## config.mk

```make
export PLATFORM = sky130hd
export DESIGN_NAME = riscv_pc_unit
export DESIGN_NICKNAME = d
export VERILOG_FILES = /design/src/rtl/riscv_pc_unit.sv
export SDC_FILE = /design/constraint.sdc
export NUM_CORES = 1
export LEC_CHECK = 0
export CORE_MARGIN = 5
export CORE_UTILIZATION = 52
export DETAILED_ROUTE_END_ITERATION = 6
export GPL_TIMING_DRIVEN = 0
export PLACE_DENSITY_LB_ADDON = 0.3
export SYNTH_ARGS = -nofsm -noshare
export SYNTH_HDL_FRONTEND = slang
export SYNTH_SLANG_ARGS = --single-unit
```

## constraint.sdc

```tcl
create_clock -name clk_i -period 6 [get_ports clk_i]
set_clock_uncertainty 0.05 [all_clocks]
set_input_delay 0.6 -clock clk_i [delete_from_list [all_inputs] [get_ports clk_i]]
set_output_delay 0.6 -clock clk_i [all_outputs]
set_load 0.005 [all_outputs]
```

## src/rtl/riscv_pc_unit.sv

```systemverilog
// Program counter and next-PC unit: boot/run/trap sequencing, redirects, misalignment traps.
// Latency: next PC, flush, misalign and epc are registered (one cycle after the decision inputs).
// Backpressure: stall_i holds the PC and blocks every redirect except a trap.
module riscv_pc_unit #(
  parameter int          N        = 32,
  parameter logic [N-1:0] RESET_PC = '0
) (
  input  logic         clk_i,
  input  logic         rst_ni,
  input  logic         stall_i,
  input  logic         branch_i,
  input  logic         jal_i,
  input  logic         jalr_i,
  input  logic         alu_flag_i,
  input  logic [N-1:0] imm_i,
  input  logic [N-1:0] rs1_i,
  input  logic         trap_i,
  input  logic         mret_i,
  input  logic [N-1:0] mtvec_i,
  input  logic [N-1:0] mepc_i,
  output logic [N-1:0] pc_o,
  output logic [N-1:0] pc_plus4_o,
  output logic         valid_o,
  output logic         flush_o,
  output logic         misalign_o,
  output logic [N-1:0] epc_o
);

  typedef enum logic [1:0] {
    BOOT = 2'd0,
    RUN  = 2'd1,
    TRAP = 2'd2
  } state_t;

  localparam logic [N-1:0] MASK_W = {{(N-2){1'b0}}, 2'b11};
  localparam logic [N-1:0] MASK_H = {{(N-1){1'b0}}, 1'b1};
  localparam logic [N-1:0] FOUR   = {{(N-3){1'b0}}, 3'b100};

  state_t         state_q, state_d;
  logic [N-1:0]   pc_q, pc_d;
  logic [N-1:0]   epc_q, epc_d;
  logic           valid_q, valid_d;
  logic           flush_q, flush_d;
  logic           mis_q, mis_d;

  logic [N-1:0]   trap_pc;
  logic [N-1:0]   ret_pc;
  logic [N-1:0]   jalr_sum;
  logic [N-1:0]   tgt;
  logic           ctl_taken;

  // Candidate targets: trap vector, mret return, and the jump/branch target.
  always_comb begin
    trap_pc   = mtvec_i & ~MASK_W;
    ret_pc    = mepc_i & ~MASK_W;
    jalr_sum  = rs1_i + imm_i;
    tgt       = jalr_i ? (jalr_sum & ~MASK_H) : (pc_q + imm_i);
    ctl_taken = jalr_i | jal_i | (branch_i & alu_flag_i);
  end

  // Next-state selection; pulses default low so they last exactly one cycle.
  always_comb begin
    state_d = state_q;
    pc_d    = pc_q;
    epc_d   = epc_q;
    flush_d = 1'b0;
    mis_d   = 1'b0;
    case (state_q)
      BOOT: state_d = RUN;
      TRAP: state_d = RUN;
      RUN: begin
        if (trap_i) begin
          pc_d    = trap_pc;
          epc_d   = pc_q;
          flush_d = 1'b1;
          state_d = TRAP;
        end else if (stall_i) begin
          pc_d = pc_q;
        end else if (mret_i) begin
          pc_d    = ret_pc;
          flush_d = 1'b1;
        end else if (ctl_taken) begin
          flush_d = 1'b1;
          if (tgt[1]) begin
            // Target not word aligned: take the misalignment trap instead.
            pc_d    = trap_pc;
            epc_d   = pc_q;
            mis_d   = 1'b1;
            state_d = TRAP;
          end else begin
            pc_d = tgt;
          end
        end else begin
          pc_d = pc_q + FOUR;
        end
      end
      default: state_d = BOOT;
    endcase
    valid_d = (state_d == RUN);
  end

  // State and registered outputs, synchronous active-low reset.
  always_ff @(posedge clk_i) begin
    if (!rst_ni) begin
      state_q <= BOOT;
      pc_q    <= RESET_PC;
      epc_q   <= '0;
      valid_q <= 1'b0;
      flush_q <= 1'b0;
      mis_q   <= 1'b0;
    end else begin
      state_q <= state_d;
      pc_q    <= pc_d;
      epc_q   <= epc_d;
      valid_q <= valid_d;
      flush_q <= flush_d;
      mis_q   <= mis_d;
    end
  end

  assign pc_o       = pc_q;
  assign pc_plus4_o = pc_q + FOUR;
  assign valid_o    = valid_q;
  assign flush_o    = flush_q;
  assign misalign_o = mis_q;
  assign epc_o      = epc_q;

endmodule

```

==> reports/qor.csv, run 1 <==
metric;value;unit
outcome;finished, final reports clean;
synthTopCellsByArea;dfxtp_1 18%, ha_1 10%, nand2_1 8.6%;
yosysTopAreaCell;dfxtp_1;
hold_path.class;reg2reg;
die_h;129;um
cp_data_required_time;5.35;ns
ys_ff_latch;67;
startpoint;pc_o[3];
synth_edf_count;0;
grtUsageMet1;50.1;%
insertion_delay;0.34;ns
cts.path.max_buffers;2;
timing.reg2reg.worst_path_depth;11;
die_area;16700;um2
drc;0;
synth_top_flop_cell;dfxtp_1;
fmax;244;MHz
dp.final_hpwl;25300;um
drtIter0Drc;1529;
grt_pass1_wl;47400;um
end_kind;output pin;
post_cts_resized;0;
pwr_density_cell;196;nW/um2
finalCritPeriodShare;68.4;%
synthArstFlopShare;0;%
ys_types;79;
grt.overflow.total;0;
vias_per_cell;6.49;
timing.final.crit_period;4.10;ns
syn_area;7410;um2
avgSynthCellArea;7.29;um2
cp.arrival;3.45;ns
clock_power_share;31.1;%
htree_levels;3;
hold_violations;0;
combPwrFrac;42.2;%
drtAntennaViolNets;0;
cts_setup_buffers;0;
multi_input_area;5750;um2
port_buffers;225;
use_met3;6.14;%
cts_tree;built;
holdCritStartpoint;epc_o[26];
worst-setup-path-type;reg2out;
hold-worst-slack;0.416;ns
synth_top_area_share;18.1;%
register_area;1340;um2
power_switching;736;uW
p_leak;0.00396;uW
cts_root_buf;clkbuf_16;
synthTopCellsByCount;170 x nand2_1, 81 x a21oi_1, 67 x dfxtp_1;
drive_above_1_share;3.97;%
swShare;36.6;%
tightest_slew;0.944;ns
start_util;53.2;%
p_seq_share;26.6;%
rows;43;
grt_max_degree;13;
numClockSinks;67;
globalplace.congestion;1.02;
startpoint_type;flip-flop;
clkTransAtPathRegs;0.06;ns
grt_pass1_vias;8610;
drtPass1Iterations;6;
worstPathMaxFanout;9;
yosysSeqAreaShare;18.1;%
routedWlPerCell;21.8;um
cts_hold_buf;0;
cap_violations;0;
endpoint;pc_plus4_o[26];
rr_startpoint;pc_o[0];
io_pins;236;
nets;1456;
area_delta_synth_final;38.3;%
cts_buffers;9;
use_met2;57.5;%
yosys_warnings;0;
num_vias;9349;
grt_busiest_layer;met2;
yosysMostFrequentCell;nand2_1;
ir_drop;149;uV
rrSetupSlack;2.50;ns
diodes;0;
wl;31400;um
die_width;129;um
finalSetupViolations;0;
slew_headroom;36.7;%
antenna_found_initial;0;
setup_tns;0;ns
grt.total_usage;36.0;%
core_area;13900;um2
nFillCells;1156;
syn-instance-count;1017;
power.internal;1280;uW
r2r-end;pc_o[24];
drv_slew;0;
rsz0062_at_grt;false;
cell usage in the layout (no fill, tap or decap), types with 5 or more instances in the layout:
master	synthesis	layout
a211oi_1	9	9
a21boi_0	36	36
a21o_1	25	25
a21oi_1	81	81
a221o_1	17	17
a221oi_1	20	20
a31oi_1	19	19
and2_1	9	9
and3_1	17	17
buf_2	4	5
clkbuf_1	42	42
clkbuf_16	0	9
clkdlybuf4s50_1	0	225
dfxtp_1	67	67
ha_1	62	62
inv_1	24	24
mux2i_1	9	9
nand2_1	170	170
nand2b_1	5	5
nand3_1	29	29
nand4_1	15	15
nor2_1	55	55
nor3_1	21	21
nor4_1	6	6
o211ai_1	9	9
o21a_1	13	13
o21ai_0	62	62
o21bai_1	10	10
o221ai_1	5	5
o22ai_1	5	5
o31a_1	5	5
o31ai_1	8	8
or2_2	5	5
xnor2_1	49	49
xor2_1	24	24
cells by family after synthesis:
kind of cell	after synthesis	synth area share, %
adders and majority gates	63	10.7
buffers and inverters	80	4.44
AOI/OAI and AO/OA	373	35.0
xor gates and xnor gates	73	8.62
and+or+nand+nor	351	21.8
muxes	9	1.22
other	1	0.0506
DFF	67	18.1
state kept, by name, indices dropped and copies added (netlist names):
| name | cells |
|---|---|
| flush_o | 1 |
| epc_o | 31 |
| valid_o | 1 |
| state_q | 2 |
| pc_o | 31 |
| misalign_o | 1 |
per-stage QoR:
step	cells	util, %	worst slack (ns)	area, um2	total power, uW
2_1_floorplan	1019	-	3.09	7420	998
3_3_place_gp	1424	71.0	1.93	9900	1350
3_5_place_dp	1424	71.0	1.93	9900	1360
4_1_cts	1440	73.6	2.03	10300	1980
5_1_grt	1441	73.6	1.79	10300	2090
6_report	1441	73.6	1.90	10300	2010
power groups by stage:
stage,clock network (uW),registers (uW),logic (uW)
finish,626,536,849
global route,646,535,912
CTS,620,530,826
detailed placement,0,539,820
global placement,0,538,813
floorplan,0,516,483
layer usage:
| metal | part of all wire, % | wire, um | vias to the layer above |
|---|---|---|---|
| met1 | 40 | 12600 | 4286 |
| li1 | - | - | 4286 |
| met4 | 2.5 | 794 | 0 |
| met3 | 13 | 4070 | 83 |
| met5 | 0 | 0 | - |
| met2 | 45 | 14000 | 694 |
how the worst min path moves through the flow:
stage | end | depth (start not counted)
2_1_floorplan | epc_o[0] | 2
3_3_place_gp | epc_o[22] | 2
3_5_place_dp | epc_o[3] | 2
4_1_cts | epc_o[28] | 2
5_1_grt | epc_o[19] | 2
6_report | epc_o[26] | 2
cell type report:
| class | instances | area share [%] |
|---|---|---|
| Inverter | 25 | 0.915 |
| Tap cell | 180 | 2.20 |
| Timing Repair Buffer | 226 | 22.0 |
| Clock inverter | 6 | 1.10 |
| Sequential cell | 67 | 13.1 |
| Buffer | 55 | 2.29 |
| Clock buffer | 10 | 2.33 |
| Multi-Input combinational cell | 872 | 56.1 |
critical path, cell delays in order (launching register included):
cell and delay, ns:
dfxtp_1 0.56, ha_1 0.32, nand2_1 0.09, nor4_1 0.47
nor4b_2 0.64, nand3_1 0.18, xnor2_1 0.29, clkdlybuf4s50_1 0.57
Note: power is estimated with default switching activity, not from simulation.
==> run 2: changes to the inputs <==
--- a/config.mk
+++ b/config.mk
@@ -6,7 +6,7 @@
 export NUM_CORES = 1
 export LEC_CHECK = 0
 export CORE_MARGIN = 5
-export CORE_UTILIZATION = 52
+export CORE_UTILIZATION = 48
 export DETAILED_ROUTE_END_ITERATION = 6
 export GPL_TIMING_DRIVEN = 0
 export PLACE_DENSITY_LB_ADDON = 0.3
==> constraint.sdc (replaced) <==
create_clock -name clk_i -period 3.95 [get_ports clk_i]
set_clock_uncertainty 0.05 [all_clocks]
set_input_delay 0.395 -clock clk_i [delete_from_list [all_inputs] [get_ports clk_i]]
set_output_delay 0.395 -clock clk_i [all_outputs]
set_load 0.005 [all_outputs]
==> run 2 against run 1 <==
Against the previous run:
- critical path depth stayed put
- critical path type unchanged
- critical endpoint unchanged
- sequential power increased by 51%
- non-clock buffer count is the same
==> reports/qor.csv, run 2 (same netlist as run 1, synthesis figures left out) <==
metric;value;unit;change
setup_tns;0;ns;unchanged
pwr_density_cell;280;nW/um2;+43%
insertion_delay;0.34;ns;about the same
startpoint_type;flip-flop;;
layout_commonest_cell;clkdlybuf4s50_1;;
vias_per_cell;6.37;;-1.8%
grt_busiest_layer;met2;;
antenna_found_initial;1;;+1
use_met3;5.74;%;-0.40 points
timing.final.crit_period;3.69;ns;
register_area;1340;um2;unchanged
cp.arrival;3.24;ns;-0.21 ns
drtIter0Drc;993;;-35%
slowest_stage;nor4b_2;;
globalplace.congestion;0.952;;-6.4%
diodes;0;;unchanged
nets;1456;;unchanged
clkTransAtPathRegs;0.06;ns;about the same
drtPass1Iterations;7;;+1
grt_pass1_wl;46900;um;-1.0%
wl;31000;um;-1.2%
worst-setup-path-type;reg2out;;
use_met2;51.2;%;-6.3 points
numClockSinks;67;;unchanged
start_util;48.8;%;-4.4 points
cts_setup_buffers;0;;unchanged
slowest_delay;0.59;ns;-0.05 ns
tightest_slew;0.959;ns;+0.0158 ns
htree_levels;3;;unchanged
place_ws;0.0536;ns;-1.88 ns
drc;0;;unchanged
grt_pass1_vias;8459;;-1.8%
grt.overflow.total;0;;unchanged
drv_slew;0;;unchanged
final_area;10200;um2;-0.54%
outcome;finished, final reports clean;;
core_area;15200;um2;+9.1%
die_area;18000;um2;+7.7%
grt_max_degree;13;;unchanged
cts_hold_buf;0;;unchanged
hold_violations;0;;unchanged
rsz0062_at_grt;false;;
drtAntennaViolNets;0;;unchanged
multi_input_area;5760;um2;+0.11%
mostFrequentLayoutCells;225 x clkdlybuf4s50_1, 170 x nand2_1, 81 x a21oi_1, 67 x dfxtp_1;;
grt.total_usage;32.8;%;-3.3 points
hold_path.class;reg2reg;;
worstPathMaxFanout;9;;unchanged
cts_root_buf;clkbuf_16;;
path_cells;ha_1, nand2_1, nor4_2, nor4b_2, nand3_1, xnor2_1, clkdlybuf4s50_1;;
port_buffers;225;;unchanged
cts_tree;built;;
ir_drop;170;uV;+14%
io_pins;236;;unchanged
dpl_cell_area;9910;um2;+0.15%
die_width;134;um;+3.8%
totalPowerFinal;2860;uW;+42%
num_vias;9233;;-1.2%
cts.path.max_buffers;2;;unchanged
dp.final_hpwl;25300;um;+0.13%
area_delta_synth_final;37.6;%;
cap_violations;0;;unchanged
grtUsageMet1;45.3;%;-4.7 points
rows;45;;+4.7%
fmax;271;MHz;
p_leak;0.00393;uW;-0.77%
finalSetupViolations;0;;unchanged
finalCritPeriodShare;93.4;%;
nFillCells;1383;;+20%
routedWlPerCell;21.4;um;-1.7%
cp_data_required_time;3.50;ns;-1.85 ns
die_h;134;um;+3.8%
setup_slack;0.261;ns;-1.64 ns
cts_buffers;9;;unchanged
drive_above_1_share;4.04;%;+0.079 points
end_kind;output pin;;
slew_headroom;35.7;%;-1.1 points
==> run 2: cell type report <==
| type | instances | share of cell area (%) |
|---|---|---|
| timing repair buffer | 226 | 22.1 |
| sequential | 67 | 13.1 |
| clock buffer | 10 | 2.34 |
| tap | 188 | 2.31 |
| clock inverter | 6 | 0.405 |
| buffer | 55 | 2.31 |
| inverter | 25 | 0.920 |
| multi-input combinational | 872 | 56.4 |
==> run 2: timing repair <==
| action | CTS | global route |
|---|---|---|
| endpoints found under the setup margin | 0 | 2 |
| gates resized for setup | 0 | 1 |
| hold endpoints to repair | 0 | 0 |
==> run 2: path summary, 6_finish.rpt <==
check	from	to	slack [ns]	cells past startpoint
hold reg to reg	epc_o[20]	epc_o[20]	0.41	2
setup reg to reg	pc_o[0]	pc_o[24]	0.52	11
setup / recovery	pc_o[3]	pc_plus4_o[26]	0.26	7
hold / removal	epc_o[20]	epc_o[20]	0.41	2
==> run 2: report_power, final <==
| part | leakage (uW) | switching, uW | internal, uW |
|---|---|---|---|
| sequential | 0.000547 | 94.5 | 717 |
| clock | 0.000130 | 312 | 440 |
| combinational | 0.00325 | 705 | 587 |
| total | 0.00393 | 1110 | 1740 |
==> run 2: per-stage QoR <==
stage	instances	utilization (%)	hold slack (ns)
2_1_floorplan	1019	-	0.410
3_3_place_gp	1432	65.2	0.399
3_5_place_dp	1433	65.2	0.406
4_1_cts	1449	67.1	0.414
5_1_grt	1449	67.1	0.438
6_report	1449	67.1	0.412
==> run 2: critical path: cells and delay by family, from the launching register on <==
family | cells | cell delay, ns
flops | 1 | 0.55
xor+xnor | 1 | 0.27
simple gates | 4 | 1.22
buf+inv | 1 | 0.56
fa+ha+maj | 1 | 0.30
==> run 2: routing by layer <==
metal / up-vias / routed length (um)
li1: 4289 / -
met1: 4247 / 12600
met2: 608 / 13600
met3: 87 / 3780
met4: 2 / 1050
met5: - / 13
